==> config.mk <==
export PLATFORM = sky130hd
export DESIGN_NAME = aes_multiblock_fsm
export DESIGN_NICKNAME = d
export VERILOG_FILES = /design/src/rtl/aes_multiblock_fsm_pkg.sv /design/src/rtl/aes_multiblock_fsm_watchdog.sv /design/src/rtl/aes_multiblock_fsm.sv
export SDC_FILE = /design/constraint.sdc
export NUM_CORES = 1
export LEC_CHECK = 0
export CAP_MARGIN = 5
export CORE_UTILIZATION = 45
export DETAILED_ROUTE_END_ITERATION = 12
export PLACE_DENSITY = 0.78
export SLEW_MARGIN = 40
export SYNTH_ARGS = -nofsm -noshare
export SYNTH_HDL_FRONTEND = slang
export SYNTH_SLANG_ARGS = --single-unit
export TNS_END_PERCENT = 20
==> constraint.sdc <==
create_clock -name clk -period 6.7 [get_ports clk]
set_input_delay 0.67 -clock clk [delete_from_list [all_inputs] [get_ports clk]]
set_output_delay 0.67 -clock clk [all_outputs]
set_load 0.005 [all_outputs]
==> src/rtl/aes_multiblock_fsm_pkg.sv <==
// Shared types and constants for the AES multi-block job sequencer.
package aes_multiblock_fsm_pkg;

  typedef enum logic [2:0] {
    IDLE,
    KEYEXP,
    STARTING,
    WORKING,
    DRAIN,
    FINISHED,
    ERROR
  } aes_mb_state_t;

  typedef enum logic {
    AES_MODE_ECB = 1'b0,
    AES_MODE_CBC = 1'b1
  } aes_mode_e;

  localparam int AES_BLOCK_BYTES = 16;

endpackage

==> src/rtl/aes_multiblock_fsm_watchdog.sv <==
// Saturating inactivity counter: flags expiry on the cycle the count reaches TIMEOUT_CYC.
module aes_fsm_watchdog #(
  parameter int TIMEOUT_CYC = 64
) (
  input  logic clk,
  input  logic reset_n,
  input  logic clear,
  input  logic en_i,
  input  logic restart_i,
  output logic expired_o
);

  if (TIMEOUT_CYC > 0) begin : g_wd
    localparam int CW = $clog2(TIMEOUT_CYC + 1);
    localparam logic [CW-1:0] LIMIT = CW'(TIMEOUT_CYC);

    logic [CW-1:0] cnt_q;
    logic [CW-1:0] cnt_inc;

    assign cnt_inc = (cnt_q == LIMIT) ? cnt_q : cnt_q + CW'(1);

    always_ff @(posedge clk or negedge reset_n) begin
      if (!reset_n) begin
        cnt_q <= '0;
      end else if (clear || !en_i || restart_i) begin
        cnt_q <= '0;
      end else begin
        cnt_q <= cnt_inc;
      end
    end

    // A restart in the same cycle always beats expiry.
    assign expired_o = en_i & ~restart_i & (cnt_inc == LIMIT);
  end else begin : g_off
    assign expired_o = 1'b0;
  end

endmodule

==> src/rtl/aes_multiblock_fsm.sv <==
// Job sequencer for the AES HWPE: key expansion, streamer start, block counting, drain and watchdog.
module aes_multiblock_fsm
  import aes_multiblock_fsm_pkg::*;
#(
  parameter int ADDR_W      = 32,
  parameter int NBLK_W      = 16,
  parameter int BLOCK_BYTES = 16,
  parameter int TIMEOUT_CYC = 64
) (
  input  logic              clk,
  input  logic              reset_n,
  input  logic              clear,
  input  logic              start_i,
  input  logic [NBLK_W-1:0] nblocks_i,
  input  logic              mode_i,
  input  logic [ADDR_W-1:0] src_base_i,
  input  logic [ADDR_W-1:0] dst_base_i,
  output logic              src_req_start_o,
  input  logic              src_ready_start_i,
  output logic              sink_req_start_o,
  input  logic              sink_ready_start_i,
  input  logic              sink_done_i,
  output logic [ADDR_W-1:0] stream_base_src_o,
  output logic [ADDR_W-1:0] stream_base_dst_o,
  output logic [NBLK_W-1:0] stream_len_o,
  output logic              eng_clear_o,
  output logic              eng_start_o,
  output logic              eng_enable_o,
  output logic              eng_iv_load_o,
  input  logic              eng_key_ready_i,
  input  logic              eng_block_done_i,
  output logic [NBLK_W-1:0] blocks_done_o,
  output logic              busy_o,
  output logic              done_o,
  output logic              err_o
);

  // The streamers walk addresses in whole AES blocks; any other stride is a wiring mistake.
  if (BLOCK_BYTES != AES_BLOCK_BYTES) begin : g_bad_stride
    $error("aes_multiblock_fsm: BLOCK_BYTES must equal AES_BLOCK_BYTES");
  end

  aes_mb_state_t     state_q, state_d;
  aes_mode_e         mode_q;
  logic [ADDR_W-1:0] src_q, dst_q;
  logic [NBLK_W-1:0] len_q, blocks_done_q;
  logic              err_q, kfirst_q, eng_clear_q;
  logic              wd_expired;
  logic              last_block;

  assign last_block = eng_block_done_i && ((blocks_done_q + NBLK_W'(1)) == len_q);

  aes_fsm_watchdog #(
    .TIMEOUT_CYC(TIMEOUT_CYC)
  ) u_watchdog (
    .clk      (clk),
    .reset_n  (reset_n),
    .clear    (clear),
    .en_i     ((state_q == WORKING) || (state_q == DRAIN)),
    .restart_i(eng_block_done_i),
    .expired_o(wd_expired)
  );

  always_ff @(posedge clk or negedge reset_n) begin
    if (!reset_n) state_q <= IDLE;
    else          state_q <= state_d;
  end

  always_comb begin
    state_d = state_q;
    unique case (state_q)
      IDLE:     if (start_i) state_d = (nblocks_i == '0) ? FINISHED : KEYEXP;
      KEYEXP:   if (eng_key_ready_i) state_d = STARTING;
      STARTING: if (src_ready_start_i && sink_ready_start_i) state_d = WORKING;
      WORKING: begin
        if (last_block)      state_d = DRAIN;
        else if (wd_expired) state_d = ERROR;
      end
      DRAIN: begin
        if (sink_done_i || sink_ready_start_i) state_d = FINISHED;
        else if (wd_expired)                   state_d = ERROR;
      end
      FINISHED: state_d = IDLE;
      ERROR:    state_d = ERROR;
      default:  state_d = IDLE;
    endcase
    if (clear) state_d = IDLE;
  end

  always_comb begin
    src_req_start_o  = (state_q == STARTING);
    sink_req_start_o = (state_q == STARTING);
    eng_enable_o     = (state_q == KEYEXP) || (state_q == STARTING) ||
                       (state_q == WORKING) || (state_q == DRAIN);
    eng_start_o      = (state_q == KEYEXP) && kfirst_q;
    eng_iv_load_o    = (state_q == KEYEXP) && kfirst_q && (mode_q == AES_MODE_CBC);
    busy_o           = (state_q != IDLE);
    done_o           = (state_q == FINISHED);
  end

  // Job context, counters and the registered engine-clear level.
  always_ff @(posedge clk or negedge reset_n) begin
    if (!reset_n) begin
      mode_q        <= AES_MODE_ECB;
      src_q         <= '0;
      dst_q         <= '0;
      len_q         <= '0;
      blocks_done_q <= '0;
      err_q         <= 1'b0;
      kfirst_q      <= 1'b0;
      eng_clear_q   <= 1'b0;
    end else if (clear) begin
      mode_q        <= AES_MODE_ECB;
      src_q         <= '0;
      dst_q         <= '0;
      len_q         <= '0;
      blocks_done_q <= '0;
      err_q         <= 1'b0;
      kfirst_q      <= 1'b0;
      eng_clear_q   <= 1'b0;
    end else begin
      if ((state_q == IDLE) && start_i) begin
        mode_q        <= aes_mode_e'(mode_i);
        src_q         <= src_base_i;
        dst_q         <= dst_base_i;
        len_q         <= nblocks_i;
        blocks_done_q <= '0;
        err_q         <= 1'b0;
      end
      if ((state_q == WORKING) && eng_block_done_i) blocks_done_q <= blocks_done_q + NBLK_W'(1);
      if (state_d == ERROR) err_q <= 1'b1;
      // KEYEXP is only ever entered from IDLE, so this marks its first cycle.
      kfirst_q    <= (state_q == IDLE);
      eng_clear_q <= (state_d == IDLE) || (state_d == ERROR);
    end
  end

  assign stream_base_src_o = src_q;
  assign stream_base_dst_o = dst_q;
  assign stream_len_o      = len_q;
  assign blocks_done_o     = blocks_done_q;
  assign err_o             = err_q;
  assign eng_clear_o       = eng_clear_q;

endmodule

==> Yosys cells after proc, flatten, opt, wreduce, memory -nomap -nowiden <==
Cells that the tools add are included.
{ "op_classes": {"addsub": 2, "eq_ne": 10, "mux": 27, "bitwise_logic": 3, "reduce_logical": 22} }
{ "op_table": {"columns": ["cell", "n"], "rows": [
  ["two-way mux 32 bit", 4],
  ["two-way mux 16 bit", 5],
  ["two-way mux 3 bit", 8],
  ["case mux 3 bit (6 select lines)", 1],
  ["adder 16 x 1 -> 16 bit, second input constant", 1],
  ["== test 16 bit", 1],
  ["zero test 16 bit", 1],
  ["== test 7 bit, second input constant", 2],
  ["two-way mux 7 bit", 2],
  ["== test 3 bit, second input constant", 4],
  ["nonzero test 3 bit", 3],
  ["logical OR 1 bit", 8],
  ["adder 7 x 1 -> 7 bit, second input constant", 1],
  ["two-way mux 1 bit", 7],
  ["== test 3 x 2 -> 1 bit, second input constant", 2],
  ["logical AND 1 bit", 6],
  ["zero test 3 bit", 2],
  ["== test 3 x 1 -> 1 bit, second input constant", 1],
  ["AND 1 bit", 2],
  ["nonzero test 2 bit", 1],
  ["zero test 1 bit", 1],
  ["inverter 1 bit", 1]
]} }
{ "totals": {"ff_bits": 110, "input_bits": 90} }

==> Longest topological paths before layout <==
Gate-level depths: netlist of run 1.
{ "logic_depth": {"word_depth": 11, "depth_mapped": 10, "ltp_nobuf": 9} }

==> Hierarchy <==
A second synthesis of run 1 with hierarchy kept.
{ "unflattened": {"hier_cells": 619, "area_unflattened_um2": 5340.1} }
{ "modules_own_cells": {"columns": ["module", "n_inst", "cells_each", "area_per_inst_um2", "seq_area_each_um2"], "rows": [
  ["aes_multiblock_fsm", 1, 574, 4908.5, 2577.5],
  ["aes_fsm_watchdog", 1, 45, 431.7, 175.2]
]} }

==> Worst setup path before layout of run 1 <==
No wires, ideal clock.
{ "synth_path": {"kind": "register to register", "startpoint": "register blocks_done_q[0], in the netlist blocks_done_o[0]", "endpoint": "register err_q, in the netlist err_o", "setup_ps": 121, "t_arrival_ps": 2198, "required_time_ps": 6579, "setup_slack_ps": 4381, "path_stages_with_launch": 9, "path_buffers": 0, "period_less_slack_ps": 2319, "path_cell_list": "dfrtp_1 -> ha_1 -> nand3_1 -> mux2i_1 -> a2111oi_0 -> o2111ai_1 -> nor4_4 -> o32ai_1 -> a22o_1"} }
{ "synth_between": {"elab_chain_cells": 9, "word_cells_on_any_way": 10, "classes_between": "add/sub: 1; eq/ne: 2; mux: 5; reduce/logical: 2"} }
{ "synth_rtl": {"columns": ["element", "line_no", "rtl"], "rows": [
  ["start: declaration", "aes_multiblock_fsm.sv:46", "logic [NBLK_W-1:0] len_q, blocks_done_q;"],
  ["start signal: assignment", "aes_multiblock_fsm.sv:130", "if ((state_q == WORKING) && eng_block_done_i) blocks_done_q <= blocks_done_q + NBLK_W'(1);"],
  ["adder 16 x 1 -> 16 bit *", "aes_multiblock_fsm.sv:51", "assign last_block = eng_block_done_i && ((blocks_done_q + NBLK_W'(1)) == len_q);"],
  ["== test 16 bit *", "aes_multiblock_fsm.sv:51", null],
  ["logical AND 1 bit *", "aes_multiblock_fsm.sv:51", null],
  ["two-way mux 3 bit *", "aes_multiblock_fsm.sv:76", "if (last_block) state_d = DRAIN;"],
  ["case mux 3 bit (6 select lines) *", "aes_multiblock_fsm.sv:71", "unique case (state_q)"],
  ["two-way mux 3 bit *", "aes_multiblock_fsm.sv:87", "if (clear) state_d = IDLE;"],
  ["== test 3 bit *", "aes_multiblock_fsm.sv:131", "if (state_d == ERROR) err_q <= 1'b1;"],
  ["two-way mux 1 bit", "aes_multiblock_fsm.sv:131", null],
  ["two-way mux 1 bit", "aes_multiblock_fsm.sv:112", "end else if (clear) begin"],
  ["end signal: assignment", "aes_multiblock_fsm.sv:109", "err_q <= 1'b0;"],
  ["end signal: assignment", "aes_multiblock_fsm.sv:118", "err_q <= 1'b0;"],
  ["end signal: assignment", "aes_multiblock_fsm.sv:131", null],
  ["end: declaration", "aes_multiblock_fsm.sv:47", "logic err_q, kfirst_q, eng_clear_q;"]
]} }
Every way passes the cells marked *; elsewhere a longest branch is shown, timed or not.
A chain may end at the register's enable or synchronous reset.

==> Worst setup path after layout of run 1 <==
{ "layout_path": {"startpoint": "register state_q[2]", "endpoint": "output eng_iv_load_o"} }
{ "layout_between": {"elab_chain_cells": 3} }
{ "layout_rtl": {"columns": ["element", "line_no", "rtl"], "rows": [
  ["start: declaration", "aes_multiblock_fsm.sv:43", "aes_mb_state_t state_q, state_d;"],
  ["start signal: assignment", "aes_multiblock_fsm.sv:66", "else state_q <= state_d;"],
  ["== test 3 x 1 -> 1 bit", "aes_multiblock_fsm.sv:96", "eng_iv_load_o = (state_q == KEYEXP) && kfirst_q && (mode_q == AES_MODE_CBC);"],
  ["logical AND 1 bit (2 in series)", "aes_multiblock_fsm.sv:96", null],
  ["end: declaration", "aes_multiblock_fsm.sv:29", "output logic eng_iv_load_o,"]
]} }
Every way passes these cells.

==> results of run 1 <==
==> area by class of cell <==
type | instances | area [µm²]
fillers | 1000 | 4200
multi-input cells | 466 | 2520
clock buffers | 12 | 267
well taps | 147 | 184
repair buffers | 198 | 1980
flip-flops and latches | 110 | 2750
clock inverters | 3 | 18.8
inverters | 11 | 41.3
==> cell usage in the layout (no fill, tap or decap), drive strengths merged, types with 4 or more instances in the layout <==
cell type | synthesis | final
clkdlybuf4s50 | 0 | 192
nand2 | 187 | 187
dfrtp | 110 | 110
a21oi | 91 | 91
nor2 | 30 | 30
o21ai | 28 | 28
xnor2 | 16 | 16
clkbuf | 36 | 12
inv | 11 | 11
xor2 | 11 | 11
nor3 | 10 | 10
and3 | 10 | 10
nor4 | 10 | 10
nand3 | 9 | 9
buf | 7 | 6
a31oi | 5 | 5
mux2i | 5 | 5
nand4 | 5 | 5
nand2b | 4 | 4
and2 | 4 | 4
==> worst max-delay path: stages, from the launching register on <==
cell,delay (ps)
dfrtp_1,500
inv_1,230
and3_1,240
and3_1,170
clkdlybuf4s50_1,510
==> final timing paths <==
kind	start	endpoint	slack (ps)	depth (start not counted)
worst max register to register	blocks_done_o[0]	err_o	4080	8
worst min register to register	stream_base_src_o[23]	stream_base_src_o[23]	520	2
min in group clk	stream_base_src_o[23]	stream_base_src_o[23]	520	2
worst min-delay path	reset_n	stream_len_o[0]	340	1
max in group asynchronous	reset_n	stream_base_src_o[6]	5370	2
worst max-delay path	state_q[2]	eng_iv_load_o	4030	4
==> flip-flops by register name, indices dropped and copies added (netlist names) <==
| name | count |
|---|---|
| blocks_done_o | 16 |
| eng_clear_o | 1 |
| err_o | 1 |
| kfirst_q | 1 |
| mode_q | 1 |
| state_q | 3 |
| stream_base_dst_o | 32 |
| stream_base_src_o | 32 |
| stream_len_o | 16 |
| u_watchdog.g_wd.cnt_q | 7 |
==> per-stage QoR <==
step / hold slack (ps) / area, µm² / power, mW / setup WS [ps]
floorplan: 374 / 5500 / 0.912 / 4380
global placement: 509 / 7460 / 1.12 / 4000
detailed placement: 516 / 7460 / 1.13 / 3990
CTS: 374 / 7750 / 1.64 / 4060
global route: 409 / 7760 / 1.71 / 3810
finish: 343 / 7760 / 1.63 / 4030
==> cell families after synthesis <==
| group | count (synthesis) | synth area share, % |
|---|---|---|
| simple gates | 286 | 24.9 |
| compound gates | 145 | 14.8 |
| flops | 110 | 50.0 |
| buf+inv | 54 | 4.39 |
| xor+xnor | 27 | 4.30 |
| mux | 5 | 0.910 |
| fa+ha+maj | 3 | 0.682 |
==> power breakdown <==
part | switching (mW) | internal [mW]
Clock | 0.236 | 0.280
Combinational | 0.178 | 0.188
Sequential | 0.0382 | 0.712
==> layer usage <==
metal / GRT usage (%) / wire length [µm]
met4: 9.24 / 287
met1: 32.4 / 6270
met5: 0 / 0
met2: 42.1 / 7900
met3: 7.13 / 1230
==> reports/results.txt, run 1 <==
Status -> completed
Clock slew at reported path FFs -> 70 ps
DR vias/cell -> 5.46
Initial antenna violation count -> 0
Fraction of registers with async set/reset -> 100%
# setup viols final -> 0
CTS Buf Count -> 9
Worst-margin pin slew -> 840 ps
Syn Area/Cell -> 8.73 µm²
Synth Warn # -> 0
Post-DP HPWL -> 11.0 mm
Register bit total from synthesis -> 110
TritonCTS clock tree -> built
WS Path Type -> reg -> out
Fmax -> 374 MHz
Power per cell area -> 210 mW/mm²
Shortest period the worst path allows -> 2670 ps
Maximum number of pins on one net before global-route repair -> 92
DRT iter0 DRCs -> 313
Antenna Nets Post-Route -> 0
Worst Clk Skew -> 3.84 ps
Global-route wire length before repair -> 25.6 mm
DRC viols -> 0
Fin util -> 64.9%
Fin cells -> 947
Routed vias -> 5171
EDFF count, synth -> 0
Post-synthesis sequential area ratio -> 50.0%
Std cell rows -> 40
Number of global-route vias before repair -> 5060
I/O Buffers -> 194
Placed cells -> 932
Max H-tree Level -> 3
Clock insertion delay at the later pin of the skew report -> 350 ps
CTS sink cnt -> 110
Root buf cell -> clkbuf_16
Hold Path Class -> in -> async
Syn Inst Count -> 630
VDD IR max -> 0.131 mV
Layout Nets -> 889
Post-synth top area share -> 50.0%
RD Place Congestion -> 0.887
Detailed Routing Iterations Pass 1 -> 5
CP Max Fanout -> 10
Post-CTS Setup Bufs -> 0
Worst slew margin -> 44.0%
Final Routed Wirelength -> 15.7 mm
Total congestion overflow -> 0
All-Layer GR Usage -> 25.6%
Die Wd -> 113 µm
Hold-fix buffers, CTS -> 0
Most common cell in the synthesized netlist -> nand2_1
Synth cell types -> 61
Final setup TNS -> 0 ps
Main synth FF type -> dfrtp_1
Die Area -> 0.0127 mm²
Initial Utilization -> 46.0%
Layout area overhead -> 41.0%
Req. time, crit path -> 6030 ps
Post-synth top area cell -> dfrtp_1
Layout cells sized above 1 -> 6.38%
Pleak -> 3.21 nW
Synth area leaders -> dfrtp_1, nand2_1, a21oi_1
Final Max Tran Viols -> 0
Die height -> 113 µm
Max_cap viols -> 0
CP endpoint kind -> output pin
Core ar. -> 0.0120 mm²
Unrepaired setup endpoints after global routing -> no
Critical path launch point type -> flip-flop
Final Hold Vio Count -> 0
Diode count -> 0
Commonest cells post-synth -> nand2_1, dfrtp_1, a21oi_1
Final Cycle Share -> 39.9%
Post-Synthesis Cell Area -> 0.00550 mm²
Longest Clk Path Bufs -> 2
WL per Instance -> 16.6 µm
Post-synth net total -> 723
WP data arrival -> 2000 ps
IO Count -> 195
# resized after CTS -> 0
No activity file was read; power rests on OpenSTA's default activity.
==> run 2, diff against run 1 <==
--- a/config.mk
+++ b/config.mk
@@ -6,9 +6,9 @@
 export NUM_CORES = 1
 export LEC_CHECK = 0
 export CAP_MARGIN = 5
-export CORE_UTILIZATION = 45
+export CORE_UTILIZATION = 41
 export DETAILED_ROUTE_END_ITERATION = 12
-export PLACE_DENSITY = 0.78
+export PLACE_DENSITY = 0.75
 export SLEW_MARGIN = 40
 export SYNTH_ARGS = -nofsm -noshare
 export SYNTH_HDL_FRONTEND = slang
==> constraint.sdc (replaced) <==
create_clock -name clk -period 2.34 [get_ports clk]
set_input_delay 0.234 -clock clk [delete_from_list [all_inputs] [get_ports clk]]
set_output_delay 0.234 -clock clk [all_outputs]
set_load 0.005 [all_outputs]
==> run 2 against run 1 <==
- clock skew rose by 9.2 ps
- first-iteration DRC count is 19% lower
- register-to-register slack worse by 4000 ps
- wire length rose by 5.0%
- sequential cell count unchanged
- critical path type is now reg -> reg
==> reports/results.txt, run 2 (synthesized netlist as in run 1, its figures left out) <==
Total congestion overflow -> 0 (unchanged)
Layout Nets -> 934 (+5.1%)
WS Path Type -> reg -> reg
DRC viols -> 0 (unchanged)
Post-DP Area -> 0.00782 mm² (+4.7%)
Shortest period the worst path allows -> 2270 ps
# setup viols final -> 0 (unchanged)
Die Wd -> 118 µm (+4.7%)
Commonest non-fill, non-tap cell in the layout -> clkdlybuf4s50_1
I/O Buffers -> 194 (unchanged)
Req. time, crit path -> 2580 ps (-3450 ps)
Crit-path slowest cell -> dfrtp_2
Top cell family by delay on the critical path -> compound AO/OA/AOI/OAI gates
Worst Clk Skew -> 13.0 ps (+9.17 ps)
Antenna Nets Post-Route -> 0 (unchanged)
Post-DP HPWL -> 12.1 mm (+11%)
Worst slew margin -> 59.2% (+15 points)
Worst-margin pin slew -> 613 ps (-227 ps)
Switching power -> 1.33 mW (+200%)
Max H-tree Level -> 3 (unchanged)
Root buf cell -> clkbuf_16
Initial Utilization -> 42.7% (-3.3 points)
Final Routed Wirelength -> 16.5 mm (+5.0%)
Maximum number of pins on one net before global-route repair -> 81 (-12%)
WL per Instance -> 16.2 µm (-2.3%)
Hold Path Class -> in -> reg
Power per cell area -> 583 mW/mm² (+180%)
WP data arrival -> 2500 ps (+500 ps)
DRT iter0 DRCs -> 253 (-19%)
Layout area overhead -> 49.9%
Flop pwr share -> 44.3% (-1.6 points)
Clock insertion delay at the later pin of the skew report -> 350 ps (about the same)
Detailed Routing Iterations Pass 1 -> 4 (-1)
VDD IR max -> 0.383 mV (+190%)
Fin util -> 64.0% (-0.84 points)
Core ar. -> 0.0129 mm² (+7.6%)
Max_cap viols -> 0 (unchanged)
Comb pwr share -> 23.2% (+0.7 points)
Sw Share -> 27.7% (+0.034 points)
Final Hold Vio Count -> 0 (unchanged)
Routed vias -> 5323 (+2.9%)
All-Layer GR Usage -> 24.5% (-1.1 points)
Critical path launch point type -> flip-flop
Clock slew at reported path FFs -> 70 ps (about the same)
RD Place Congestion -> 0.873 (-1.5%)
Final Max Tran Viols -> 0 (unchanged)
Status -> completed
Initial antenna violation count -> 0 (unchanged)
Std cell rows -> 41 (+2.5%)
CTS sink cnt -> 110 (unchanged)
Critical path, cell by cell -> buf_4 > xor2_1 > xnor2_2 > a2111oi_4 > o2111ai_2 > nor4_4 > o32ai_2 > a22o_1
Pleak -> 3.47 nW (+8.2%)
Internal power -> 3.48 mW (+190%)
DR vias/cell -> 5.23 (-4.2%)
Unrepaired setup endpoints after global routing -> yes
Diode count -> 0 (unchanged)
CP endpoint kind -> flip-flop
Number of global-route vias before repair -> 5364 (+6.0%)
Post-route cell area -> 0.00825 mm² (+6.3%)
TritonCTS clock tree -> built
Most frequent cells in the layout -> clkdlybuf4s50_1, nand2_1, dfrtp_1, a21oi_1, buf_4
Clk pwr share -> 32.5% (+0.9 points)
Longest Clk Path Bufs -> 2 (unchanged)
Die height -> 118 µm (+4.7%)
Global-route wire length before repair -> 27.2 mm (+6.6%)
Critical path's largest stage delay -> 430 ps (-80 ps)
Final Cycle Share -> 96.9%
Fmax -> 441 MHz
CTS Buf Count -> 9 (unchanged)
Layout cells sized above 1 -> 12.4% (+6.0 points)
IO Count -> 195 (unchanged)
Die Area -> 0.0139 mm² (+9.6%)
CP Max Fanout -> 6 (-4)
WP buf/inv -> 1 (-1)
==> run 2: worst paths after layout <==
path | endpoint | slack, ps | startpoint | cells after the start
hold / removal | state_q[1] | 220 | clear | 2
hold reg to reg | stream_base_dst_o[16] | 520 | stream_base_dst_o[16] | 2
max in group asynchronous | stream_base_src_o[14] | 1330 | reset_n | 3
setup / recovery | err_o | 70 | blocks_done_o[3] | 8
setup reg to reg | err_o | 70 | blocks_done_o[3] | 8
min in group asynchronous | blocks_done_o[9] | 350 | reset_n | 2
==> run 2: repair_timing <==
| action | 4_1_cts | 5_1_grt |
|---|---|---|
| buffers inserted | 2 | 2 |
| endpoints found under the hold margin | 22 | 0 |
| gates resized for setup | 5 | 11 |
| pin swaps | 2 | 6 |
| setup endpoints to repair | 4 | 5 |
| hold buffers | 1 | 0 |
==> run 2: power by group through the flow <==
stage                     Combinational, mW  Clock (mW)  Sequential (mW)
final                                  1.12        1.56             2.13
after global routing                   1.23        1.67             2.15
after detailed placement               1.11           0             2.17
after CTS                              1.12        1.60             2.13
after floorplan                       0.449           0             2.16
after global placement                 1.10           0             2.16
==> run 2: layer usage <==
layer	share of wire, %	up-vias	global-route usage [%]
met4	2.2	0	8.57
met5	0	-	0
met2	48	205	39.8
met3	7.9	29	6.54
met1	42	2546	31.4
li1	-	2543	-
==> run 2: layout make-up <==
cell class / instances / area, µm²
clock buffers: 11 / 243
clock inverters: 5 / 57.6
fillers: 1055 / 4630
inverters: 11 / 41.3
multi-input cells: 466 / 2600
flip-flops and latches: 110 / 2760
well taps: 172 / 215
repair buffers: 243 / 2330
==> run 2: stage by stage <==
stage          cells  TNS [ps]  total power [mW]  hold slack [ps]  setup slack, ps
2_1_floorplan    630         0              2.61            -61.6             20.9
3_3_place_gp     997      -111              3.25              173            -96.9
3_5_place_dp     997      -413              3.28              178             -171
4_1_cts         1016         0              4.85              191             5.25
5_1_grt         1018     -53.1              5.05              249            -45.0
6_report        1018         0              4.81              222             72.4
